`src/rtl/mem_arbiter.sv`:
```
// Round-robin arbiter sharing one memory port between fetch and load/store.
// Optional MEM_ARBITER_STATS_EN adds saturating grant/conflict counters.
module mem_arbiter #(
  parameter int ADDR_W     = 32,
  parameter int DATA_W     = 32,
  parameter int RD_LATENCY = 1
) (
  input  logic              clk,
  input  logic              reset_n,
  input  logic              if_req,
  input  logic [ADDR_W-1:0] if_addr,
  output logic              if_gnt,
  output logic              if_rvalid,
  output logic [DATA_W-1:0] if_rdata,
  input  logic              d_req,
  input  logic              d_we,
  input  logic [ADDR_W-1:0] d_addr,
  input  logic [DATA_W-1:0] d_wdata,
  input  logic [2:0]        d_funct3,
  output logic              d_gnt,
  output logic              d_rvalid,
  output logic [DATA_W-1:0] d_rdata,
  output logic              mem_wren,
  output logic [ADDR_W-1:0] mem_addr,
  output logic [DATA_W-1:0] mem_wdata,
  output logic [2:0]        mem_funct3,
  input  logic [DATA_W-1:0] mem_rdata,
  output logic              busy
`ifdef MEM_ARBITER_STATS_EN
  ,
  output logic [15:0]       if_gnt_cnt,
  output logic [15:0]       d_gnt_cnt,
  output logic [15:0]       conflict_cnt
`endif
);

  typedef enum logic [1:0] {
    S_IDLE, S_ACCESS, S_WAIT, S_RESP
  } state_e;

  localparam logic OWN_IF = 1'b0;
  localparam logic OWN_D  = 1'b1;
  localparam logic [1:0] LAT_M1 = 2'(RD_LATENCY - 1);

  state_e            state_q, state_d;
  logic              owner_q, owner_d;
  logic              last_q, last_d;
  logic              we_q, we_d;
  logic [ADDR_W-1:0] addr_q, addr_d;
  logic [DATA_W-1:0] wdata_q, wdata_d;
  logic [2:0]        f3_q, f3_d;
  logic [1:0]        cnt_q, cnt_d;
  logic [DATA_W-1:0] if_rdata_q, if_rdata_d;
  logic [DATA_W-1:0] d_rdata_q, d_rdata_d;
  logic              if_win, d_win;

  // On a tie the requester that did not own the last transaction wins.
  assign if_win = if_req & (~d_req | (last_q == OWN_D));
  assign d_win  = d_req & (~if_req | (last_q == OWN_IF));

  always_ff @(posedge clk or negedge reset_n) begin
    if (!reset_n) begin
      state_q    <= S_IDLE;
      owner_q    <= OWN_IF;
      last_q     <= OWN_D;
      we_q       <= 1'b0;
      addr_q     <= '0;
      wdata_q    <= '0;
      f3_q       <= '0;
      cnt_q      <= '0;
      if_rdata_q <= '0;
      d_rdata_q  <= '0;
    end else begin
      state_q    <= state_d;
      owner_q    <= owner_d;
      last_q     <= last_d;
      we_q       <= we_d;
      addr_q     <= addr_d;
      wdata_q    <= wdata_d;
      f3_q       <= f3_d;
      cnt_q      <= cnt_d;
      if_rdata_q <= if_rdata_d;
      d_rdata_q  <= d_rdata_d;
    end
  end

  always_comb begin
    state_d    = state_q;
    owner_d    = owner_q;
    last_d     = last_q;
    we_d       = we_q;
    addr_d     = addr_q;
    wdata_d    = wdata_q;
    f3_d       = f3_q;
    cnt_d      = cnt_q;
    if_rdata_d = if_rdata_q;
    d_rdata_d  = d_rdata_q;
    if_gnt     = 1'b0;
    d_gnt      = 1'b0;
    unique case (state_q)
      S_IDLE: begin
        unique case (1'b1)
          if_win: begin
            if_gnt  = 1'b1;
            owner_d = OWN_IF;
            last_d  = OWN_IF;
            we_d    = 1'b0;
            addr_d  = if_addr;
            f3_d    = 3'b010;
            state_d = S_ACCESS;
          end
          d_win: begin
            d_gnt   = 1'b1;
            owner_d = OWN_D;
            last_d  = OWN_D;
            we_d    = d_we;
            addr_d  = d_addr;
            wdata_d = d_wdata;
            f3_d    = d_funct3;
            state_d = S_ACCESS;
          end
          default: ;
        endcase
      end
      S_ACCESS: begin
        if (we_q) begin
          d_rdata_d = '0;
          state_d   = S_RESP;
        end else begin
          cnt_d   = LAT_M1;
          state_d = S_WAIT;
        end
      end
      S_WAIT: begin
        if (cnt_q == 2'd0) begin
          if (owner_q == OWN_D) d_rdata_d = mem_rdata;
          else                  if_rdata_d = mem_rdata;
          state_d = S_RESP;
        end else begin
          cnt_d = cnt_q - 2'd1;
        end
      end
      S_RESP:  state_d = S_IDLE;
      default: state_d = S_IDLE;
    endcase
  end

  assign busy       = (state_q != S_IDLE);
  assign mem_wren   = (state_q == S_ACCESS) & we_q;
  assign mem_addr   = addr_q;
  assign mem_wdata  = wdata_q;
  assign mem_funct3 = f3_q;
  assign if_rvalid  = (state_q == S_RESP) & (owner_q == OWN_IF);
  assign d_rvalid   = (state_q == S_RESP) & (owner_q == OWN_D);
  assign if_rdata   = if_rdata_q;
  assign d_rdata    = d_rdata_q;

`ifdef MEM_ARBITER_STATS_EN
  logic [15:0] if_cnt_q, if_cnt_d;
  logic [15:0] d_cnt_q, d_cnt_d;
  logic [15:0] cf_cnt_q, cf_cnt_d;
  logic        conflict;

  assign conflict = (state_q == S_IDLE) & if_req & d_req;

  always_comb begin
    if_cnt_d = if_cnt_q;
    d_cnt_d  = d_cnt_q;
    cf_cnt_d = cf_cnt_q;
    if (if_gnt && if_cnt_q != 16'hFFFF)   if_cnt_d = if_cnt_q + 16'd1;
    if (d_gnt && d_cnt_q != 16'hFFFF)     d_cnt_d  = d_cnt_q + 16'd1;
    if (conflict && cf_cnt_q != 16'hFFFF) cf_cnt_d = cf_cnt_q + 16'd1;
  end

  always_ff @(posedge clk or negedge reset_n) begin
    if (!reset_n) begin
      if_cnt_q <= '0;
      d_cnt_q  <= '0;
      cf_cnt_q <= '0;
    end else begin
      if_cnt_q <= if_cnt_d;
      d_cnt_q  <= d_cnt_d;
      cf_cnt_q <= cf_cnt_d;
    end
  end

  assign if_gnt_cnt   = if_cnt_q;
  assign d_gnt_cnt    = d_cnt_q;
  assign conflict_cnt = cf_cnt_q;
`endif

endmodule

```
`config.mk`:
```
export PLATFORM = sky130hd
export DESIGN_NAME = mem_arbiter
export DESIGN_NICKNAME = d
export VERILOG_FILES = /design/src/rtl/mem_arbiter.sv
export SDC_FILE = /design/constraint.sdc
export NUM_CORES = 1
export LEC_CHECK = 0
export CAP_MARGIN = 40
export CORE_MARGIN = 8
export CORE_UTILIZATION = 46
export CTS_BUF_LIST = sky130_fd_sc_hd__clkbuf_4 sky130_fd_sc_hd__clkbuf_8
export CTS_CLUSTER_DIAMETER = 30
export DETAILED_ROUTE_END_ITERATION = 6
export GPL_TIMING_DRIVEN = 0
export PLACE_DENSITY = 0.93
export SLEW_MARGIN = 20
export SYNTH_ARGS = -nofsm -noshare
export SYNTH_HDL_FRONTEND = slang
export SYNTH_SLANG_ARGS = --single-unit
```
`constraint.sdc`:
```
create_clock -name clk -period 4.3 [get_ports clk]
set_input_delay 1.29 -clock clk [delete_from_list [all_inputs] [get_ports clk]]
set_output_delay 1.29 -clock clk [all_outputs]
set_load 0.01 [all_outputs]
```
-- Word-level counts from Yosys, hierarchy flattened
Index checks and enable logic that the tools add are counted.
- bitwise logic cells: 11
- equal/unequal tests: 9
- mux-type cells: 19
- reductions and logical operators: 12
- add/subtract/negate cells: 1
- operators by type and width (cell ; number):
    32-bit case mux with 2 select lines ; 2
    32-bit 2-to-1 mux ; 3
    2-bit inequality test, second input constant ; 6
    2-bit 2-to-1 mux ; 4
    2-bit case mux with 4 select lines ; 1
    3-bit case mux with 2 select lines ; 1
    2-bit AND reduction ; 3
    3-bit AND reduction ; 2
    2-bit nonzero test ; 3
    1-bit bitwise AND ; 5
    1-bit 2-to-1 mux ; 5
    2-bit == test, second input constant ; 2
    2-bit zero test ; 2
    1-bit NOT ; 4
    1-bit case mux with 2 select lines ; 2
    2-bit case mux with 2 select lines ; 1
    4-bit AND reduction ; 1
    2-bit by 1-bit == test with 1-bit output, second input constant ; 1
    1-bit OR ; 2
    2-bit OR reduction ; 1
    2-bit by 1-bit subtractor with 2-bit output, second input constant ; 1
- word-level logic and storage cells: 62
- bits in registers: 138
- output and inout port bits: 137
- input bits: 136

-- Longest topological paths before layout
- word-level depth: 6
- depth in mapped cells: 8
- depth with buffers taken out: 5

-- Worst setup path before layout
Ideal clock, no wire load.
- path type: input to output
- start point: input port if_req
- end point: output port d_gnt
- arrival time: 1973 ps
- data required time: 3010 ps
- buffers on the path: 2
- stages on the path: 5
- setup slack: 1037 ps
- cell sequence: buf_2 a21boi_4 nand2_2 clkinv_4 buf_6
- cells in the longest elaborated chain, start to end: 5
- ends and longest elaborated chain (what ; RTL line ; RTL):
    start, declared ; 10 ; input logic if_req,
    1-bit NOT ; 59 ; assign d_win = d_req & (~if_req | (last_q == OWN_IF));
    1-bit OR ; 59 ;
    1-bit bitwise AND ; 59 ;
    1-bit 2-to-1 mux ; 102 ; unique case (1'b1)
    1-bit 2-to-1 mux ; 100 ; unique case (state_q)
    end, declared ; 20 ; output logic d_gnt,
Every way passes these cells.

-- Final worst setup path
- start point: input port d_req
- end point: output port d_gnt
- cells in the longest elaborated chain, start to end: 3
- ends and longest elaborated chain (what ; RTL line ; RTL):
    start, declared ; 15 ; input logic d_req,
    1-bit bitwise AND ; 59 ;
    1-bit 2-to-1 mux ; 102 ;
    1-bit 2-to-1 mux ; 100 ;
Every way passes these cells.

==> results by stage <==
Synth:
- In the synthesized netlist the dominant register cell turns out to be dfrtp_1.
- Yosys attributes the largest share of cell area to dfrtp_1, mux2_2, a21oi_1.
- The number of nets in the synthesized netlist is 648.
- Synthesis produced 505 cells.
- The most common cell in the synthesized netlist is dfrtp_1.
- The count of synthesis-stage warnings from yosys is 0.
- The number of enable-type register cells in the synthesized netlist is 0.
- After synthesis the netlist holds a flip-flop and latch count of 138.
- Summing every instance area after synthesis gives 5830 um^2.
- The top cell type by total area after synthesis is dfrtp_1.
- The share of the synthesized area in the top cell type is between 50% and 60%.
- The commonest cells after synthesis are dfrtp_1, nand2_1, a21oi_1, mux2_2, inv_1.
- The proportion of register bits with asynchronous set or reset after synthesis is 100%.
- Averaged over all synthesized cells, the footprint is 11.5 um^2.
- The sequential cell area fraction in the yosys report is approximately three fifths.
- The synthesized netlist contains 35 unique library cells.

Clock network:
- The clock tree synthesis step divided the H-tree into 4 levels.
- For this design, the sink count on the clock tree is ~140.
- The number of clock buffers added by TritonCTS is 17.
- After clock tree synthesis, the clock-pin slew on the worst setup and hold paths is 70 ps.
- The number of buffers on the longest clock path is 2.
- The clock latency at the later pin of the worst-skew pair is 440 ps.
- The CTS tree is done.
- The count of hold-fix buffers inserted at cts is 0.
- The clock tree root buffer cell is clkbuf_8.

GRT:
- The highest-utilization routing layer at the global route stage is met2.
- The first global-routing pass estimated 28600 um of wire.
- The number of antenna violations at the first check in global routing is 0.
- For this run, global-route usage on met1 was measured as approximately 22%.
- The global-route track usage on met3 is under 10%.
- Summed over all layers, the global routing overflow is 0.
- The number of global-route vias before repair is about 5500.
- The total routing resource utilization after global routing is 22.5%.
- The pin count of the biggest net entering global routing is 76.
- Global routing consumed, on the met2 layer, 40.3% of the routing resources.

Placed design:
- At the end of routability-driven placement, the weighted congestion stood at 0.848.
- Input and output buffers added on the ports amount to 271.
- The estimated wirelength of the detail-placed design is 14300 um.
- Counting tap cells, the placed design contains a total of 949 instances.
- OpenSTA, run right after detailed placement, puts the worst setup slack at -153 ps.

Power:
- The switching part of the total power is 35.0%.
- Registers are responsible for 34.3% of the overall power.
- Summed over all nets, the switching power comes to 2.38 mW.
- The clock network accounts for 16.0% of the total power.
- Overall power consumption after layout is estimated at roughly 6.8 mW.
- For this design the static power due to leakage is 3.93 nW.
- Of the total power, combinational logic draws about half.
- Internal power comes to 4.43 mW.
- The power per unit of standard cell area is 739 nW/um^2.
- The worst-case IR drop observed on VDD is 0.402 mV.

STA:
- For the pin with the worst max-slew slack, the measured transition is 535 ps.
- The worst path needs roughly 4000 ps of the cycle, external delays included.
- The number of max-slew violations in the final report is 0.
- Setup slack on the critical path of the routed design comes to 224 ps.
- The final hold violation count was 0.
- The worst hold slack is 487 ps.
- The maximum operating frequency is 0.245 GHz.
- The final sum of negative setup slack is 0 ps.
- Setup repair after global routing left no endpoint under its margin.
- The remaining max-slew budget at the tightest pin is 64.3%.
- The maximum clock skew at final layout is 6.12 ps.
- Setup violations remaining at the end of the flow were counted as 0.
- The final critical-path share of the clock period is 94.8%.

Min path:
- The worst hold path terminates at mem_wdata[0].
- The worst hold path begins at mem_wdata[0].
- Counting instances, the worst hold path has a depth of 1.
- The worst hold path belongs to the class reg2reg.

Detailed routing:
- Dividing the detail-routed wire length by the instance count gives 18.9 um.
- Dividing the detail-routed via count by the number of cells gives roughly 5.
- The antenna violation net count after detailed routing is 0.
- For this block, the initial DRC count from the detailed router was 279.
- In the routed design, unresolved DRC markers number 0.
- The detailed-router iteration count before antenna repair is 5.
- Summing over every cut layer, the via total after detailed routing is 4960.
- For this block, the routed nets add up to 18500 um of wire.

Critical path:
- The startpoint type of the worst setup path is an input port.
- Across all register-to-register paths, the minimum setup slack is between 2000 and 2500 ps.
- The worst setup path is captured at a primary output.
- In this run the critical register-to-register path is captured at mem_addr[13].
- Along the worst path, the maximum fanout reaches 10.
- The required time of the critical path is 3010 ps.
- The startpoint identified for the worst register-to-register timing path is state_q[0].
- The category of the most critical setup path is in2out.
- Measured in cells, the most critical reg-to-reg path has a length of 8.
- Data on the critical path arrives at its endpoint at 2790 ps.

Die:
- The die width is 129 um.
- The total core area is 12500 um^2.
- The floorplan step defined a die boundary enclosing ~17000 um^2.
- The floorplan has 41 rows.
- 273 I/O pins were placed.
- Once the floorplan was initialized, standard cells occupied 46.6% of the core.
- The die outline height is between 100 and 150 um.

Run:
- Across the run, the number of max-cap violations was 0.

Layout:
- The area added between synthesis and finish is 57.9%.
- The fill cell instance count of the final layout is ~850.
- The area used by multi-input combinational logic is 2070 um^2.
- The post-route netlist has 12.6% of its cells at a drive strength greater than 1.
- The total number of nets in the final design is 940.
- The finished layout holds 981 standard cells, fillers aside.
- The number of antenna diodes in the final layout is 0.
- The footprint of the flip-flops and latches is 3450 um^2.

Status:
- The run finished with clean final reports.
cell families after synthesis:
logic type / share of synthesized area [%]
buf+inv: 5.30
simple gates: 7.55
compound gates: 8.20
flops: 59.2
mux: 18.2
fa+ha+maj: 1.50
how the worst max path moves through the flow:
stage                  from            to  slack (ps)  depth (start not counted)
global route          d_req         d_gnt         180                          6
global placement    reset_n  mem_addr[16]       -3180                          1
CTS                   d_req         d_gnt         220                          6
floorplan            if_req         d_gnt        1040                          5
detailed placement    d_req         d_gnt        -150                          6
finish                d_req         d_gnt         220                          6
cell type report:
type / instances / share of cell area, %
Sequential cell: 138 / 37.5
Timing Repair Buffer: 273 / 29.9
Multi-Input combinational cell: 300 / 22.5
Clock buffer: 19 / 2.84
Tap cell: 172 / 2.34
Buffer: 28 / 1.71
Inverter: 39 / 1.64
Clock inverter: 12 / 1.60
metal layers:
layer | vias to the layer above | wire length [um]
li1 | 2252 | -
met5 | - | 0
met1 | 2425 | 6650
met3 | 44 | 1910
met4 | 0 | 458
met2 | 239 | 9500
worst max-delay path, stage by stage:
cell             delay [ps]
dlygate4sd2_1           310
a21boi_4                230
nand2_2                 110
clkinv_4                120
buf_6                   160
clkdlybuf4s50_1         560
metrics by stage:
stage | util [%] | instance area [um^2]
after floorplan | - | 5830
after global placement | 70.0 | 8760
after detailed placement | 70.2 | 8790
after CTS | 73.6 | 9210
after global routing | 73.6 | 9210
final | 73.6 | 9210
state kept, by name, indices dropped and copies added, names as in the netlist:
signal	flops
mem_wdata	32
mem_addr	32
owner_q	1
cnt_q	2
state_q	2
we_q	1
d_rdata	32
mem_funct3	3
if_rdata	32
last_q	1
cells in the final DEF, fill, tap and decap left out, drive strengths merged:
master / n
dfstp: 1
bufinv: 3
clkinvlp: 2
clkdlybuf4s50: 269
nor3: 1
clkinv: 7
ha: 7
a21boi: 1
clkbuf: 25
and2: 2
o22a: 1
nand3b: 1
a21bo: 1
o21bai: 1
nor2b: 2
dfrtp: 137
or2: 1
mux2i: 33
inv: 39
mux2: 65
dlygate4sd2: 1
o31ai: 1
o21ai: 3
nor2: 34
a211oi: 1
a21oi: 67
nand2: 71
a22o: 5
buf: 25
o21a: 1
a2bb2oi: 1
power groups by stage:
stage / registers [mW] / clock network [mW] / logic, mW
6_report: 2.33 / 1.09 / 3.38
3_5_place_dp: 2.35 / 0 / 3.40
5_1_grt: 2.40 / 1.18 / 3.63
2_1_floorplan: 2.58 / 0 / 1.26
4_1_cts: 2.33 / 1.12 / 3.43
3_3_place_gp: 2.30 / 0 / 3.27
what timing repair did:
action | 4_1_cts | 5_1_grt
setup endpoints to repair | 1 | 0
buffers inserted | 1 | 0
gates resized for setup | 1 | 0
Power figures use the tool's default switching activity.
==> RTL edit 1, RTL diff (config.mk and constraints unchanged) <==
Build with the macro `MEM_ARBITER_STATS_EN` defined.
--- a/src/rtl/mem_arbiter.sv
+++ b/src/rtl/mem_arbiter.sv
@@ -1,5 +1,7 @@
 // Round-robin arbiter sharing one memory port between fetch and load/store.
 // Optional MEM_ARBITER_STATS_EN adds saturating grant/conflict counters.
+`define MEM_ARBITER_STATS_EN
+
 module mem_arbiter #(
   parameter int ADDR_W     = 32,
   parameter int DATA_W     = 32,
Behaviour (old outputs only; new: conflict_cnt, d_gnt_cnt and if_gnt_cnt): unchanged (Yosys induction, for registers that start in step).
==> RTL edit 1 against the unedited design <==
  * Worst hold slack worse by 0.016 ns
  * Wire length up 41%
  * Total power increased by 10%
  * Critical path depth rose by 1
  * Area after synthesis increased by 40%
  * Final area rose by 31%
  * Sequential cell count grew 48
  * Combinational power rose by 2%
  * Synthesized cell count grew 52%
  * First-iteration DRC count increased by 15%
  * Global-route usage up 0.84 points
  * Non-clock buffer count is 55 higher
  * Cell count grew 37%
  * Setup slack worse by 0.079 ns
==> RTL edit 1: results (changes against the unedited design) <==
[pwr]
p_switching_mw=2.803  ; +18%
clkPwrFrac=0.158  ; -0.002

[drt]
vias=7099  ; +43%
routed_wl_um=26020  ; +41%
dr.pass1.iters=4  ; -1
first_iter_violations=321  ; +15%

[worst_setup_path]
worstReg2RegEnd=d_rdata[25]$_DFFE_PN0P_
regToRegSetupSlack_ns=2.12  ; -0.20 ns

[synthesis]
synth-seq-area-share=0.5711  ; -0.02122
yosys.area_share.adder=0.01381  ; -0.001204
netlist-cell-type-count=53  ; +51%
synth_compound_area_frac=0.05019  ; -0.03176
synth_xor_area_frac=0.03761  ; +0.03761

[placement]
portBuffers=320  ; +18%
gp_congestion=0.8625  ; +1.7%
place_area_um2=11670  ; +33%

[clocking]
clk-insertion-delay-late_ns=0.46  ; +0.02 ns
post-cts-setup-buffers=0  ; -1
cts_resized=6  ; +5

[global_route]
met2_usage=0.4258  ; +0.02282
grt_pass1_wl_um=40680  ; +42%
met3_usage=0.07130  ; -0.02676

[status]
status=finished, final reports clean

[layout]
nFillCells=1212  ; +43%
final_nets=1255  ; +34%

[sta]
skew_ns=0.01214  ; +0.006026 ns
worst_slew_pin_slew_ns=0.8097  ; +0.2749 ns

[RTL edit 1: cell types whose count changed in the layout (fill, tap and decap cells not counted), sizes merged, moves of 24 or more]
cell / change
nand3: +48
mux2: -27
a21oi: -55
xor2: +24
clkdlybuf4s50: +47
nand2: +149
o21ai: +36
dfrtp: +48
[RTL edit 1: layer usage]
layer  wire length [um]  share of wire
met4                595          0.023
met5                  0              0
met1               9423           0.36
met2              13750           0.53
met3               2247          0.086
[RTL edit 1: cell type report]
| cell class | instances | share of cell area |
|---|---|---|
| plain buffers | 35 | 0.01440 |
| clock buffers | 18 | 0.02052 |
| clock inverters | 14 | 0.01275 |
| inverters | 12 | 0.003731 |
| multi-input cells | 537 | 0.2717 |
| flip-flops and latches | 186 | 0.3856 |
| well taps | 225 | 0.02332 |
| repair buffers | 321 | 0.2680 |
[RTL edit 1: worst min-delay path by stage]
stage | end | slack, ns | cells past startpoint
after floorplan | last_q$_DFFE_PN1P_ | 0.45 | 2
after global placement | d_rdata[27]$_DFFE_PN0P_ | 0.45 | 2
after detailed placement | d_rdata[9]$_DFFE_PN0P_ | 0.45 | 2
after CTS | d_rdata[9]$_DFFE_PN0P_ | 0.48 | 2
after global routing | d_rdata[9]$_DFFE_PN0P_ | 0.50 | 2
final | d_rdata[22]$_DFFE_PN0P_ | 0.47 | 2
[RTL edit 1: kinds of logic (layout without fill, tap and decap cells)]
logic type / Yosys count / in the layout
AOI/OAI and AO/OA: 69 / 69
muxes: 70 / 70
adders and majority gates: 9 / 9
xor gates and xnor gates: 35 / 35
and+or+nand+nor: 354 / 354
DFF: 186 / 186
buffers and inverters: 47 / 400
[RTL edit 1: stage by stage]
step	util	std cells	setup TNS, ns	setup WS, ns
final	0.6981	1348	0	0.1448
after global placement	0.6727	1315	-1033.17	-5.582
after global routing	0.6981	1348	0	0.008063
after detailed placement	0.6746	1316	-0.6128	-0.5572
after floorplan	-	770	0	0.9969
after CTS	0.6980	1348	0	0.09819
[RTL edit 1: power by group through the flow]
stage	logic (mW)	clock network, mW	registers, mW
detailed placement	3.50	0	2.89
CTS	3.51	1.21	2.86
global placement	3.37	0	2.84
finish	3.46	1.18	2.86
floorplan	1.18	0	3.13
global route	3.73	1.28	2.93
[RTL edit 1: critical path, cell delays in order]
cell and delay (ns):
dlygate4sd2_1 0.34, a21boi_1 0.22, buf_6 0.21, nand2_2 0.17, inv_1 0.10, buf_2 0.22, clkdlybuf4s15_1 0.30
==> RTL edit 2, RTL diff (same flow settings) <==
Made on the original files. `addr_q`, `wdata_q`, `if_rdata_q` and `d_rdata_q` no longer have a reset.
--- a/src/rtl/mem_arbiter.sv
+++ b/src/rtl/mem_arbiter.sv
@@ -64,24 +64,23 @@
       owner_q    <= OWN_IF;
       last_q     <= OWN_D;
       we_q       <= 1'b0;
-      addr_q     <= '0;
-      wdata_q    <= '0;
       f3_q       <= '0;
       cnt_q      <= '0;
-      if_rdata_q <= '0;
-      d_rdata_q  <= '0;
     end else begin
       state_q    <= state_d;
       owner_q    <= owner_d;
       last_q     <= last_d;
       we_q       <= we_d;
-      addr_q     <= addr_d;
-      wdata_q    <= wdata_d;
       f3_q       <= f3_d;
       cnt_q      <= cnt_d;
-      if_rdata_q <= if_rdata_d;
-      d_rdata_q  <= d_rdata_d;
     end
+  end
+
+  always_ff @(posedge clk) begin
+    addr_q     <= addr_d;
+    wdata_q    <= wdata_d;
+    if_rdata_q <= if_rdata_d;
+    d_rdata_q  <= d_rdata_d;
   end
 
   always_comb begin
Check against the original RTL: not equivalent (Yosys sat finds a counterexample within 4 cycles, from zero or initial values and one cycle with reset_n low).
==> RTL edit 2 against the unedited design <==
  * Maximum frequency is 0.46% lower
  * Critical path type unchanged
  * Critical path depth is 1 lower
  * Synthesized cell count is 49% lower
  * Area after synthesis is 14% lower
  * Setup slack worse by 0.019 ns
  * Global-route usage is 1.7 points lower
  * Via count is 31% lower
  * Sequential share of layout area is 11 points higher
  * Wire length is 18% lower
  * Sequential cell count stayed put
  * Final area is 8.5% lower
Power is not compared: it rests on default switching activity, and its combinational part moved more than twofold at a synthesized area within 25%.
==> RTL edit 2: results (changes against the unedited design) <==
[status]
status=finished, final reports clean

[layout]
antenna_cells=0  ; unchanged
final_nets=694  ; -26%
nFillCells=650  ; -23%
drive_gt1_frac=0.1312  ; +0.005124

[synthesis]
netlist-cell-type-count=26  ; -26%
async_flop_share=0.07246  ; -0.9275
yosysWarnings=0  ; unchanged
synth_edf_count=128  ; +128
synth_flop_cell=edfxtp_1
synthTopCellsByArea=edfxtp_1 77%, mux2_2 7.0%, dfrtp_1 4.5%
synthesis.nets=398  ; -39%
synth-seq-area-share=0.8154  ; +0.2230
synthTopCellsByCount=128 x edfxtp_1, 33 x and2_1, 31 x mux2_2

[global_route]
antenna_found_initial=0  ; unchanged
grt_max_degree=34  ; -55%
grt_util_all_layers=0.2083  ; -0.01682
grt_pass1_wl_um=22270  ; -22%
grt_pass1_vias=3794  ; -31%

[placement]
post-dp-hpwl_um=11980  ; -16%
gp_congestion=0.7358  ; -13%
place_area_um2=7986  ; -9.2%
portBuffers=272  ; +0.37%
pre_cts_slack_ns=-0.6141  ; -0.4607 ns

[drt]
dr.pass1.iters=4  ; -1
routed_wl_um=15200  ; -18%
first_iter_violations=224  ; -20%
via_per_inst=4.892  ; -3.2%

[clocking]
clk-insertion-delay-late_ns=0.43
numCtsBuffers=17  ; unchanged
clock-root-buffer=clkbuf_8
clk_pin_slew_worst_paths_ns=0.07  ; about the same
h-tree-depth=4  ; unchanged
clockBufferDepth=2  ; unchanged

[sta]
max-slew-margin-rel=0.5281  ; -0.1153
skew_ns=0.009046  ; +0.002930 ns

[worst_setup_path]
arrival_ns=2.81  ; +0.02 ns
path_max_fanout=18  ; +8

[worst_hold_path]
hold_class=reg -> reg

[pwr]
ir_drop_mv=0.3190

[RTL edit 2: path summary, 6_finish.rpt]
| check | depth (start not counted) | slack, ns | to | start |
|---|---|---|---|---|
| max | 5 | 0.20 | d_gnt | d_req |
| min | 1 | 0.51 | we_q$_DFFE_PN0P_ | we_q$_DFFE_PN0P_ |
| max reg2reg | 5 | 2.04 | d_rdata[28]$_SDFFCE_PP0P_ | state_q[0]$_DFFE_PN0P_ |
| min reg2reg | 1 | 0.51 | we_q$_DFFE_PN0P_ | we_q$_DFFE_PN0P_ |
| max in group asynchronous | 1 | 2.77 | last_q$_DFFE_PN1P_ | reset_n |
| min in group asynchronous | 1 | 1.19 | owner_q$_DFFE_PN0P_ | reset_n |
[RTL edit 2: cell type report]
cell class,instances,area (um2),share of cell area
multi-input combinational,102,859.6,0.1020
clock buffer,18,241.5,0.02866
buffer,6,45.04,0.005347
timing repair inverter,1,8.758,0.001040
sequential,138,4095,0.4861
timing repair buffer,276,2783,0.3303
inverter,10,63.81,0.007575
tap,140,175.2,0.02079
clock inverter,13,152.6,0.01812
[RTL edit 2: timing repair]
| item | 4_1_cts | 5_1_grt |
|---|---|---|
| setup buffers | 1 | 0 |
| hold buffers | 0 | 0 |
| gates resized for setup | 7 | 0 |
| endpoints found under the setup margin | 1 | 0 |
| endpoints found under the hold margin | 0 | 0 |
[RTL edit 2: critical path: stages]
cell	delay [ns]
clkdlybuf4s50_1	0.55
a21boi_4	0.22
nand2_2	0.15
bufinv_16	0.29
dlygate4sd2_1	0.30
[RTL edit 2: power by group]
group	internal [mW]	total [mW]	leakage [nW]	switching (mW)
registers	1.95	2.10	1.31	0.144
clock network	0.571	1.05	0.195	0.477
logic	0.857	1.60	1.53	0.742
total	3.38	4.74	3.03	1.36
[RTL edit 2: per-layer routing]
| metal | up-vias | GRT usage | part of all wire |
|---|---|---|---|
| li1 | 1559 | - | - |
| met1 | 1652 | 0.2087 | 0.35 |
| met2 | 214 | 0.3685 | 0.52 |
| met3 | 19 | 0.09557 | 0.10 |
| met4 | 0 | 0.08275 | 0.021 |
| met5 | - | 0 | 0 |
[RTL edit 2: kinds of logic after synthesis]
| family | count (synthesis) | synth area share |
|---|---|---|
| simple gates | 48 | 0.05531 |
| fa+ha+maj | 6 | 0.01495 |
| mux | 34 | 0.07598 |
| compound gates | 14 | 0.02193 |
| flops | 138 | 0.8154 |
| buf+inv | 16 | 0.01644 |
[RTL edit 2: metrics by stage]
stage,cells,utilization,total power [mW]
5_1_grt,704,0.7840,4.958
4_1_cts,704,0.7840,4.797
3_5_place_dp,671,0.7432,3.722
2_1_floorplan,256,-,2.695
6_report,704,0.7840,4.744
3_3_place_gp,668,0.7371,3.587
